**src/rtl/imem_loader_pkg.sv**
```systemverilog
// imem_loader_pkg: shared types and constants for the UART instruction loader.
//   loader_state_t  - loader FSM states (IDLE / LOAD / FINISH)
//   BYTES_PER_WORD  - received bytes per 32-bit instruction word
//   BYTE_IDX_W      - width of the byte-within-word index
package imem_loader_pkg;

    typedef enum logic [1:0] {
        IDLE   = 2'd0,
        LOAD   = 2'd1,
        FINISH = 2'd2
    } loader_state_t;

    localparam int unsigned BYTES_PER_WORD = 4;
    localparam int unsigned BYTE_IDX_W     = $clog2(BYTES_PER_WORD);

endpackage

```
**src/rtl/imem_uart_loader.sv**
```systemverilog
// imem_uart_loader: assembles UART bytes into little-endian 32-bit words and
// writes them to consecutive instruction-memory word addresses starting at 0
// while `flash` is high, holding the CPU pipeline for the whole load.
//
// Ports:
//   clk, rst         - clock, synchronous active-high reset
//   flash            - load-mode request (level)
//   byte_received    - one-cycle strobe qualifying byte_data
//   byte_data        - received byte
//   imem_we          - one-cycle instruction-memory write enable
//   imem_addr        - word address of the write
//   imem_wdata       - assembled instruction word
//   cpu_hold         - stalls PC and IF/ID (high in LOAD and FINISH)
//   load_done        - one-cycle pulse when a load ends
//   word_count       - words written in the current or last load
//   err_partial      - sticky: a partial word was discarded
//   err_overflow     - sticky: more than IMEM_DEPTH words were sent
//
// Build option: define IMEM_LOADER_TIMEOUT_EN to discard a partial word after
// TIMEOUT_CYCLES idle cycles between bytes of one word.
module imem_uart_loader
    import imem_loader_pkg::*;
#(
    parameter int unsigned IMEM_DEPTH     = 1024,
    parameter int unsigned ADDR_W         = $clog2(IMEM_DEPTH),
    parameter int unsigned TIMEOUT_CYCLES = 100000
) (
    input  logic              clk,
    input  logic              rst,
    input  logic              flash,
    input  logic              byte_received,
    input  logic [7:0]        byte_data,
    output logic              imem_we,
    output logic [ADDR_W-1:0] imem_addr,
    output logic [31:0]       imem_wdata,
    output logic              cpu_hold,
    output logic              load_done,
    output logic [ADDR_W:0]   word_count,
    output logic              err_partial,
    output logic              err_overflow
);

    loader_state_t         state;
    loader_state_t         state_next;
    logic [BYTE_IDX_W-1:0] byte_idx;
    logic [31:0]           shift_reg;

    localparam logic [BYTE_IDX_W-1:0] LAST_IDX = BYTE_IDX_W'(BYTES_PER_WORD - 1);
    localparam logic [ADDR_W:0]       FULL     = (ADDR_W+1)'(IMEM_DEPTH);

`ifdef IMEM_LOADER_TIMEOUT_EN
    localparam int unsigned TO_W = $clog2(TIMEOUT_CYCLES + 1);
    logic [TO_W-1:0] idle_cnt;
`else
    logic unused_timeout;
    assign unused_timeout = (TIMEOUT_CYCLES == 0);
`endif

    always_ff @(posedge clk) begin
        if (rst) begin
            state <= IDLE;
        end else begin
            state <= state_next;
        end
    end

    always_comb begin
        state_next = state;
        cpu_hold   = 1'b0;
        load_done  = 1'b0;
        case (state)
            IDLE: begin
                if (flash) begin
                    state_next = LOAD;
                end
            end
            LOAD: begin
                cpu_hold = 1'b1;
                if (!flash) begin
                    state_next = FINISH;
                end
            end
            FINISH: begin
                cpu_hold   = 1'b1;
                load_done  = 1'b1;
                state_next = IDLE;
            end
            default: state_next = IDLE;
        endcase
    end

    // The write address is derived from word_count, so it stops advancing
    // (never wraps) once IMEM_DEPTH words have been written.
    always_ff @(posedge clk) begin
        if (rst) begin
            imem_we      <= 1'b0;
            imem_addr    <= '0;
            imem_wdata   <= '0;
            word_count   <= '0;
            err_partial  <= 1'b0;
            err_overflow <= 1'b0;
            byte_idx     <= '0;
            shift_reg    <= '0;
`ifdef IMEM_LOADER_TIMEOUT_EN
            idle_cnt     <= '0;
`endif
        end else begin
            imem_we <= 1'b0;
            case (state)
                IDLE: begin
                    if (flash) begin
                        byte_idx     <= '0;
                        shift_reg    <= '0;
                        imem_addr    <= '0;
                        word_count   <= '0;
                        err_partial  <= 1'b0;
                        err_overflow <= 1'b0;
`ifdef IMEM_LOADER_TIMEOUT_EN
                        idle_cnt     <= '0;
`endif
                    end
                end
                LOAD: begin
                    if (!flash) begin
                        if (byte_idx != '0) begin
                            err_partial <= 1'b1;
                        end
                        byte_idx  <= '0;
                        shift_reg <= '0;
`ifdef IMEM_LOADER_TIMEOUT_EN
                        idle_cnt  <= '0;
`endif
                    end else if (byte_received) begin
`ifdef IMEM_LOADER_TIMEOUT_EN
                        idle_cnt <= '0;
`endif
                        if (byte_idx == LAST_IDX) begin
                            byte_idx  <= '0;
                            shift_reg <= '0;
                            if (word_count == FULL) begin
                                err_overflow <= 1'b1;
                            end else begin
                                imem_we    <= 1'b1;
                                imem_wdata <= {byte_data, shift_reg[23:0]};
                                imem_addr  <= word_count[ADDR_W-1:0];
                                word_count <= word_count + 1'b1;
                            end
                        end else begin
                            shift_reg[byte_idx*8 +: 8] <= byte_data;
                            byte_idx <= byte_idx + 1'b1;
                        end
                    end
`ifdef IMEM_LOADER_TIMEOUT_EN
                    else if (byte_idx != '0) begin
                        if (idle_cnt == TO_W'(TIMEOUT_CYCLES - 1)) begin
                            idle_cnt    <= '0;
                            byte_idx    <= '0;
                            shift_reg   <= '0;
                            err_partial <= 1'b1;
                        end else begin
                            idle_cnt <= idle_cnt + 1'b1;
                        end
                    end else begin
                        idle_cnt <= '0;
                    end
`endif
                end
                default: ;
            endcase
        end
    end

endmodule
```
**config.mk**
```make
export PLATFORM = sky130hd
export DESIGN_NAME = imem_uart_loader
export DESIGN_NICKNAME = d
export VERILOG_FILES = /design/src/rtl/imem_loader_pkg.sv /design/src/rtl/imem_uart_loader.sv
export SDC_FILE = /design/constraint.sdc
export NUM_CORES = 1
export LEC_CHECK = 0
export ABC_AREA = 1
export BUFFER_PORTS_ARGS = -buffer_cell sky130_fd_sc_hd__buf_2
export CAP_MARGIN = 20
export CORE_ASPECT_RATIO = 0.9
export CORE_MARGIN = 4
export CORE_UTILIZATION = 50
export DETAILED_ROUTE_END_ITERATION = 16
export PLACE_DENSITY = 0.73
export SYNTH_ARGS = -nofsm -noshare
export SYNTH_HDL_FRONTEND = slang
export SYNTH_SLANG_ARGS = --single-unit
```
**constraint.sdc**
```tcl
create_clock -name clk -period 1.86 [get_ports clk]
set_input_delay 0 -clock clk [delete_from_list [all_inputs] [get_ports clk]]
set_output_delay 0 -clock clk [all_outputs]
set_load 0.01 [all_outputs]
```
Word level (Yosys, flattened, before mapping)
Cells that the tools add are included.
Widths: inputs -> output; s select.
{"block": "totals", "reg_bits": 92, "input_bits": 12, "out_inout_bits": 58, "wordCells": 81}
{"block": "classes", "addsub": 3, "n_eq_ne": 13, "shift": 2, "n_mux": 38, "bitwise": 5, "reduce_logical": 11}
{"op": "$mux 32", "count": 4}
{"op": "$pmux 32 s2", "count": 1}
{"op": "$mux 11", "count": 5}
{"op": "$mux 10", "count": 5}
{"op": "$neg 5->34", "count": 1}
{"op": "$shift 8x34->32 const A", "count": 1}
{"op": "$shiftx 8x34->32", "count": 1}
{"op": "$bwmux 32", "count": 1}
{"op": "$pmux 11 s2", "count": 1}
{"op": "$pmux 10 s2", "count": 1}
{"op": "$ne 2x2->1 const B", "count": 8}
{"op": "$mux 2", "count": 6}
{"op": "$reduce_and 6->1", "count": 2}
{"op": "$add 11x1->11 const B", "count": 1}
{"op": "$eq 11x11->1 const B", "count": 1}
{"op": "$mux 1", "count": 10}
{"op": "$pmux 2 s2", "count": 2}
{"op": "$not 1->1", "count": 5}
{"op": "$reduce_and 5->1", "count": 1}
{"op": "$reduce_or 5->1", "count": 1}
{"op": "$eq 2x2->1 const B", "count": 2}
{"op": "$pmux 1 s2", "count": 2}
{"op": "$reduce_and 4->1", "count": 1}
{"op": "$reduce_bool 2->1", "count": 2}
{"op": "other kinds (7)", "count": 7}

Logic depth before layout (Yosys ltp)
Gate-level depths: netlist of run 1.
{"block": "logic_depth", "word_depth": 7, "ltp_mapped": 11, "depth_no_buf": 11}

Worst setup path before layout of run 1
OpenSTA, ideal clock, no wires.
{"block": "synth_path", "path_kind": "flip-flop to flip-flop", "from": "register byte_idx[0]", "to": "register imem_addr[7]", "setup_ns": 0.113, "arrival_ns": 1.473, "t_required_ns": 1.747, "setup_slack_ns": 0.274, "stages_incl_launch_ff": 11, "n_path_buf": 2, "period_less_slack_ns": 1.586, "cell_sequence": "dfxtp_1 > inv_1 > ha_1 > clkbuf_2 > o21ai_2 > nand2_2 > nand2_2 > inv_2 > buf_6 > nand3_1 > nand2_1"}
{"block": "synth_between", "elab_chain_cells": 3}
{"element": "start, declared", "line_no": "imem_uart_loader.sv:45", "rtl": "logic [BYTE_IDX_W-1:0] byte_idx;"}
{"element": "start signal, assigned", "line_no": "imem_uart_loader.sv:150", "rtl": "byte_idx <= byte_idx + 1'b1;"}
{"element": "$eq 2x2->1", "line_no": "imem_uart_loader.sv:137", "rtl": "if (byte_idx == LAST_IDX) begin"}
{"element": "$ne 2x2->1 (no line)"}
{"element": "$reduce_and 6->1 (no line)"}
{"element": "end signal, assigned", "line_no": "imem_uart_loader.sv:145", "rtl": "imem_addr <= word_count[ADDR_W-1:0];"}
{"element": "end, declared", "line_no": "imem_uart_loader.sv:34", "rtl": "output logic [ADDR_W-1:0] imem_addr,"}
Every way passes these cells.
A chain may end at the register's enable or synchronous reset.

Worst setup path in the final report of run 1
{"block": "layout_path", "from": "register byte_idx[0]", "to": "register shift_reg[2]"}
{"block": "layout_between", "elab_chain_cells": 7, "elab_cells_between_ends": 9, "cone_classes": "add/sub: 1; eq/ne: 1; shift: 2; mux: 5"}
{"element": "$neg 5->34", "line_no": "imem_uart_loader.sv:149", "rtl": "shift_reg[byte_idx*8 +: 8] <= byte_data;"}
{"element": "$shiftx 8x34->32 or $shift 8x34->32 (tied branches)", "line_no": "imem_uart_loader.sv:149"}
{"element": "$bwmux 32", "line_no": "imem_uart_loader.sv:149"}
{"element": "$mux 32 (*)", "line_no": "imem_uart_loader.sv:137"}
{"element": "$mux 32 (*)", "line_no": "imem_uart_loader.sv:133", "rtl": "end else if (byte_received) begin"}
{"element": "$mux 32 (*)", "line_no": "imem_uart_loader.sv:124", "rtl": "if (!flash) begin"}
{"element": "$pmux 32 s2 (*)", "line_no": "imem_uart_loader.sv:109", "rtl": "case (state)"}
{"element": "end signal, assigned by index", "line_no": "imem_uart_loader.sv:149"}
{"element": "end, declared", "line_no": "imem_uart_loader.sv:46", "rtl": "logic [31:0] shift_reg;"}
Every way passes the cells marked *; elsewhere a longest branch is shown, timed or not. The select of a mux whose other input is x is not followed.

==> summary.txt, run 1 <==
Outcome
  – Status: completed

Final layout
  – Area Overhead vs Synth: 20.0%
  – Area of the multi-input gates: 1850 sq um
  – Fill cells: 661
  – Max FFs per register: 32
  – # nets final: slightly above 600
  – Antenna fix cells: 0
  – Layout cells sized above 1: 0.228
  – Storage cell area: 1680 sq um

Critical path
  – Startpoint Class: register
  – RR Startpoint: byte_idx[0]
  – Buf/Inv on CP: 1
  – Worst reg2reg setup slack: around 0.14 ns
  – CP required: 2.14 ns
  – Critical path capture point type: register
  – CP max FO: 8
  – CP max stage cell: dfxtp_1
  – Kind of critical path: reg -> reg
  – FF-to-FF End: shift_reg[2]
  – CP top delay family: simple AND/OR/NAND/NOR gates
  – Max incr delay on CP: 0.42 ns
  – R2R depth: 7
  – Most frequent CP cell: nor2_1
  – Critical Path AT: 2.00 ns
  – Critical-path cell list: inv_1, ha_1, nor3_1, nand2_2, nor2_1, o21ai_0, nor2_1

Floorplanning
  – Site row count: 29
  – Die footprint: 9000 sq um
  – Chip width: between 90 and 100 microns
  – Die Y-Extent: 90.4 microns
  – # IOs: 70
  – Starting Density: 0.525
  – Core footprint: approximately 7200 sq um

Logic synthesis
  – Leading area contributor after synthesis: dfxtp_1
  – Synth top area share: 0.446
  – Syn. warnings: 0
  – Avg Cell Area, Syn: 7.31 sq um
  – Synth Instances: 516
  – Ranking of synthesized cells by area: dfxtp_1 45%, nor2_1 16%, o21ai_0 7.6%
  – Syn nets: 538
  – Synthesized flop and latch total: 84
  – Cell variety after synth: 28
  – Sequential fraction of the synthesis area: 0.446
  – Synth Cell Area: between 3000 and 4000 sq um

STA
  – Hold slack final: 0.124 ns
  – Setup TNS: 0 ns
  – Slew HR: 0.690
  – Setup-failing EPs final: 0
  – Period utilisation layout: 0.925
  – F_max: 581 MHz
  – Post-layout min period: 1.72 ns
  – Slew @ Worst Pin: roughly 0.46 ns
  – Clock skew: 0.0126 ns
  – Max-slew violation count: 0
  – Fin. Hold Viols: 0

Route
  – DR vias/cell: 4.92
  – Initial DRC count: 196
  – DRT Pass-1 Iters: 4
  – WL per Instance: 12.1 microns
  – Final WL: 8.45 mm
  – Antenna viol nets, final: 0
  – Post-route DRC: 0
  – Vias: 3,429

Hold path
  – Worst Hold Path Cells: 4
  – Hold path endpoint: state[1]
  – Hold Crit Class: in -> reg
  – Worst hold start: flash

Global route
  – Grt ovf: 0
  – Vias in the first global route: roughly 3,200
  – First-pass GRT wire length: 14.7 mm
  – Initial antenna violation count: 0
  – GRT Util Overall: 0.196
  – Largest net degree at the start of global routing: 62

Placed design
  – Port Buffer Count: 69
  – Dpl hpwl: between 6 and 7 mm
  – Placer Congestion: between 0.8 and 0.9

Power
  – Leak: 2.03 nW
  – Tot Pwr: 4.76 mW
  – Worst VDD drop: 0.000659 V
  – Pwr dens: about 1100 nW/um^2

Clocking
  – CTS Buf Count: 9
  – Root Driver: clkbuf_8
  – Clock Tree Buf Depth: 2
  – Clock insertion delay at the later pin of the skew report: about 0.35 ns
  – TritonCTS clock tree: built
  – Clock sink total: 84
  – H-tree depth: 3
  – CTS clock-pin slew for the worst setup and hold paths: 0.08 ns

Job
  – Max Cap Viol: 0
==> per-layer routing <==
layer / wire [microns] / track usage / part of all wire
met5: 0 / 0 / 0
met3: 420 / 0.0448 / 0.050
met4: 51 / 0.0523 / 0.0060
met1: 4110 / 0.277 / 0.49
met2: 3870 / 0.299 / 0.46
==> how the worst max path moves through the flow <==
stage / start / endpoint / slack [ns] / cells after the start
4_1_cts: state[1] / shift_reg[18] / 0.009 / 9
3_3_place_gp: state[1] / shift_reg[21] / 0.11 / 9
6_report: byte_idx[0] / shift_reg[2] / 0.14 / 7
5_1_grt: byte_idx[0] / shift_reg[2] / -0.03 / 7
3_5_place_dp: state[1] / shift_reg[18] / 0.008 / 9
2_1_floorplan: byte_idx[0] / imem_addr[7] / 0.27 / 10
==> where the power goes <==
group	leakage, nW	switching [mW]	total (mW)	internal [mW]
logic	1.26	0.945	1.41	0.463
registers	0.682	0.127	2.16	2.04
clock network	0.0811	0.657	1.18	0.527
total	2.03	1.73	4.76	3.03
==> logic make-up (layout without fill, tap and decap cells) <==
| group | after synthesis | after routing | synth area share |
|---|---|---|---|
| flops | 84 | 84 | 0.446 |
| compound gates | 85 | 85 | 0.119 |
| buf+inv | 59 | 147 | 0.0773 |
| simple gates | 278 | 278 | 0.324 |
| fa+ha+maj | 10 | 10 | 0.0332 |
==> cell type report <==
cell class / count / area share
multi-input combinational: 373 / 0.409
sequential: 84 / 0.372
timing repair buffer: 90 / 0.117
inverter: 41 / 0.0357
clock buffer: 10 / 0.0304
tap: 93 / 0.0257
clock inverter: 6 / 0.0105
==> metrics by stage <==
step	utilization	instances	setup WS, ns	cell area (sq um)
3_3_place_gp	0.583	672	0.112	4190
6_report	0.630	697	0.140	4520
3_5_place_dp	0.583	672	0.00816	4190
5_1_grt	0.630	697	-0.0300	4520
2_1_floorplan	-	516	0.274	3770
4_1_cts	0.621	697	0.00907	4460
==> repair_timing <==
action                                  in CTS  in global routing
setup buffers                                0                  0
gates resized for setup                      0                 13
hold buffers                                 9                  0
hold endpoints to repair                    13                  0
endpoints found under the setup margin       0                 62
==> cell usage in the layout, fill, tap and decap left out, types with 3 or more instances in the layout <==
cell	instances
o21ai_1	10
nor2_4	4
buf_4	11
nand2_1	70
inv_2	5
dfxtp_1	84
ha_1	8
inv_4	3
clkinvlp_4	4
buf_2	69
a21oi_1	13
o21ai_0	56
nand4_1	3
inv_1	33
nand2_4	7
nand3_1	15
nor2_1	160
clkbuf_8	10
nand3_2	6
nand2_2	6
dlygate4sd3_1	9
==> synthesized netlist by cell type (all sizes together) <==
master and count:
nor2 166, nand2 85, dfxtp 84, o21ai 67, inv 41, nand3 22, a21oi 15, buf 11
ha 10, clkbuf 7, nand4 3, nor3 2, a211oi 1, a31oi 1, o21bai 1
==> worst reg2reg max path: cells and delay by family, from the launching register on <==
family,cells,cell delay (ns)
simple gates,4,0.64
flops,1,0.42
fa+ha+maj,1,0.37
buf+inv,1,0.14
compound gates,1,0.10
No activity file was read; power rests on OpenSTA's default activity.
==> inputs of run 2 (changes only) <==
--- a/config.mk
+++ b/config.mk
@@ -13,6 +13,7 @@
 export CORE_UTILIZATION = 50
 export DETAILED_ROUTE_END_ITERATION = 16
 export PLACE_DENSITY = 0.73
+export RECOVER_POWER = 50
 export SYNTH_ARGS = -nofsm -noshare
 export SYNTH_HDL_FRONTEND = slang
 export SYNTH_SLANG_ARGS = --single-unit
==> summary.txt, run 2 (synthesis gave the netlist of run 1 again) <==
Global route
  – Largest net degree at the start of global routing: 62 (unchanged)
  – First-pass GRT wire length: 14.7 mm (unchanged)
  – Initial antenna violation count: 0 (unchanged)
  – Grt ovf: 0 (unchanged)
  – GRT Util Overall: 0.196 (unchanged)
  – Vias in the first global route: 3,150 (unchanged)

Critical path
  – Max incr delay on CP: 0.42 ns (about the same)
  – Worst reg2reg setup slack: 0.14 ns (about the same)
  – Most frequent CP cell: nor2_1
  – Startpoint Class: register
  – CP max stage cell: dfxtp_1
  – RR Startpoint: byte_idx[0]
  – Critical path origin: byte_idx[0]
  – Critical-path cell list: inv_1, ha_1, nor3_1, nand2_2, nor2_1, o21ai_0, nor2_1
  – CP required: 2.14 ns (about the same)
  – Critical Path AT: 2.00 ns (about the same)
  – FF-to-FF End: shift_reg[2]
  – R2R depth: 7 (unchanged)
  – End of the critical path: shift_reg[2]
  – Critical path depth: 7 (unchanged)
  – Critical path capture point type: register
  – CP top delay family: simple AND/OR/NAND/NOR gates
  – Kind of critical path: reg -> reg
  – CP max FO: 8 (unchanged)
  – Buf/Inv on CP: 1 (unchanged)

Route
  – Wire length on met3: 462 microns (+10%)
  – WL per Instance: 12.2 microns (+0.27%)
  – Post-route DRC: 0 (unchanged)
  – Final WL: 8.47 mm (+0.27%)
  – Met2 wire len: 3.88 mm (+0.18%)
  – Post-Route M1 WL: 4.08 mm (-0.66%)
  – DR vias/cell: 4.89 (-0.67%)
  – Max layer used: met4
  – DRT Pass-1 Iters: 5 (+1)
  – Antenna viol nets, final: 0 (unchanged)
  – Vias: 3,406 (-0.67%)
  – Initial DRC count: 198 (+1.0%)

STA
  – Max-slew violation count: 0 (unchanged)
  – Post-layout min period: 1.72 ns (-0.000929 ns)
  – Slew HR: 0.689 (-0.00107)
  – Hold slack final: 0.127 ns (+0.00223 ns)
  – Setup TNS: 0 ns (unchanged)
  – Final worst slack: 0.141 ns (+0.000929 ns)
  – Fin. Hold Viols: 0 (unchanged)
  – Slew @ Worst Pin: 0.466 ns (+0.00160 ns)
  – F_max: 582 MHz (about the same)
  – Setup-failing EPs final: 0 (unchanged)
  – Period utilisation layout: 0.924 (about the same)
  – Clock skew: 0.0130 ns (+0.000412 ns)

Hold path
  – Hold Crit Class: in -> reg

Job
  – Max Cap Viol: 0 (unchanged)

Final layout
  – # nets final: 621 (unchanged)
  – Max FFs per register: 32 (unchanged)
  – Utilization after layout: 0.617 (-0.0125)
  – Layout cells sized above 1: 0.132 (-0.0960)
  – Most common library cell in the layout ignoring fill and taps: nor2_1
  – Area Overhead vs Synth: 17.6%
  – Final cell count without fillers: 697 (unchanged)
  – Fill cells: 680 (+2.9%)
  – Commonest non-fill, non-tap cells in the layout: 160 x nor2_1, 84 x dfxtp_1, 70 x nand2_1
  – Antenna fix cells: 0 (unchanged)

Placed design
  – Dpl hpwl: 6.16 mm (unchanged)
  – Port Buffer Count: 69 (unchanged)
  – Placer Congestion: 0.899 (unchanged)
  – Placed Cells: 672 (unchanged)
  – Place WS: 0.00816 ns (unchanged)

Clocking
  – Postcts setup bufs: 0 (unchanged)
  – Clock sink total: 84 (unchanged)
  – H-tree depth: 3 (unchanged)
  – Clock Tree Buf Depth: 2 (unchanged)
  – TritonCTS clock tree: built
  – CTS clock-pin slew for the worst setup and hold paths: 0.09 ns (about the same)
  – Clock insertion delay at the later pin of the skew report: 0.35 ns (about the same)
  – Root Driver: clkbuf_8
  – CTS Buf Count: 9 (unchanged)

Floorplanning
  – Die footprint: 9000 sq um (unchanged)
  – Core footprint: 7180 sq um (unchanged)
  – Starting Density: 0.525 (unchanged)
  – Die Y-Extent: 90.4 microns (unchanged)
  – Chip width: 99.5 microns (unchanged)
  – Site row count: 29 (unchanged)
  – # IOs: 70 (unchanged)

Outcome
  – Status: completed

Power
  – Pwr dens: 1070 nW/um^2 (+1.9%)
  – Leak: 1.77 nW (-12%)
  – Worst VDD drop: 0.000651 V (-1.3%)
-- run 2: area by class of cell --
class | count | area [sq um] | area share
Clock buffer | 10 | 138 | 0.0310
Clock inverter | 6 | 47.5 | 0.0107
Inverter | 41 | 161 | 0.0364
Multi-Input combinational cell | 373 | 1850 | 0.417
Sequential cell | 84 | 1680 | 0.379
Tap cell | 93 | 116 | 0.0262
Timing Repair Buffer | 90 | 439 | 0.0991
-- run 2: worst reg2reg max path: stages (launching register included) --
cell and delay [ns]:
dfxtp_1 0.42, inv_1 0.14, ha_1 0.37, nor3_1 0.23
nand2_2 0.15, nor2_1 0.13, o21ai_0 0.10, nor2_1 0.13
-- run 2: stage by stage --
step / total power, mW / area [sq um]
after floorplan: 3.25 / 3770
after global placement: 3.48 / 4190
after detailed placement: 3.53 / 4190
after CTS: 4.74 / 4460
after global routing: 5.11 / 4430
final: 4.75 / 4430
-- run 2: metal layers --
layer	track usage	vias up
li1	-	1790
met1	0.277	1531
met2	0.299	81
met3	0.0448	4
met4	0.0523	0
met5	0	-
-- run 2: power by group --
| part | switching (mW) | internal, mW |
|---|---|---|
| clock | 0.657 | 0.527 |
| sequential | 0.128 | 2.04 |
| combinational | 0.946 | 0.454 |
| total | 1.73 | 3.02 |
-- run 2: what timing repair did --
action | 4_1_cts | 5_1_grt
hold endpoints to repair | 13 | 0
resized for setup | 0 | 13
hold buffers | 9 | 0
setup endpoints to repair | 0 | 62
-- run 2: worst min-delay path by stage --
stage / start / endpoint / slack, ns / depth (start not counted)
3_3_place_gp: byte_data[5] / imem_wdata[29] / 0.26 / 3
6_report: flash / word_count[3] / 0.13 / 5
3_5_place_dp: byte_data[5] / imem_wdata[29] / 0.27 / 3
2_1_floorplan: rst / word_count[6] / 0.06 / 1
5_1_grt: flash / word_count[3] / 0.13 / 5
4_1_cts: flash / word_count[3] / 0.08 / 5
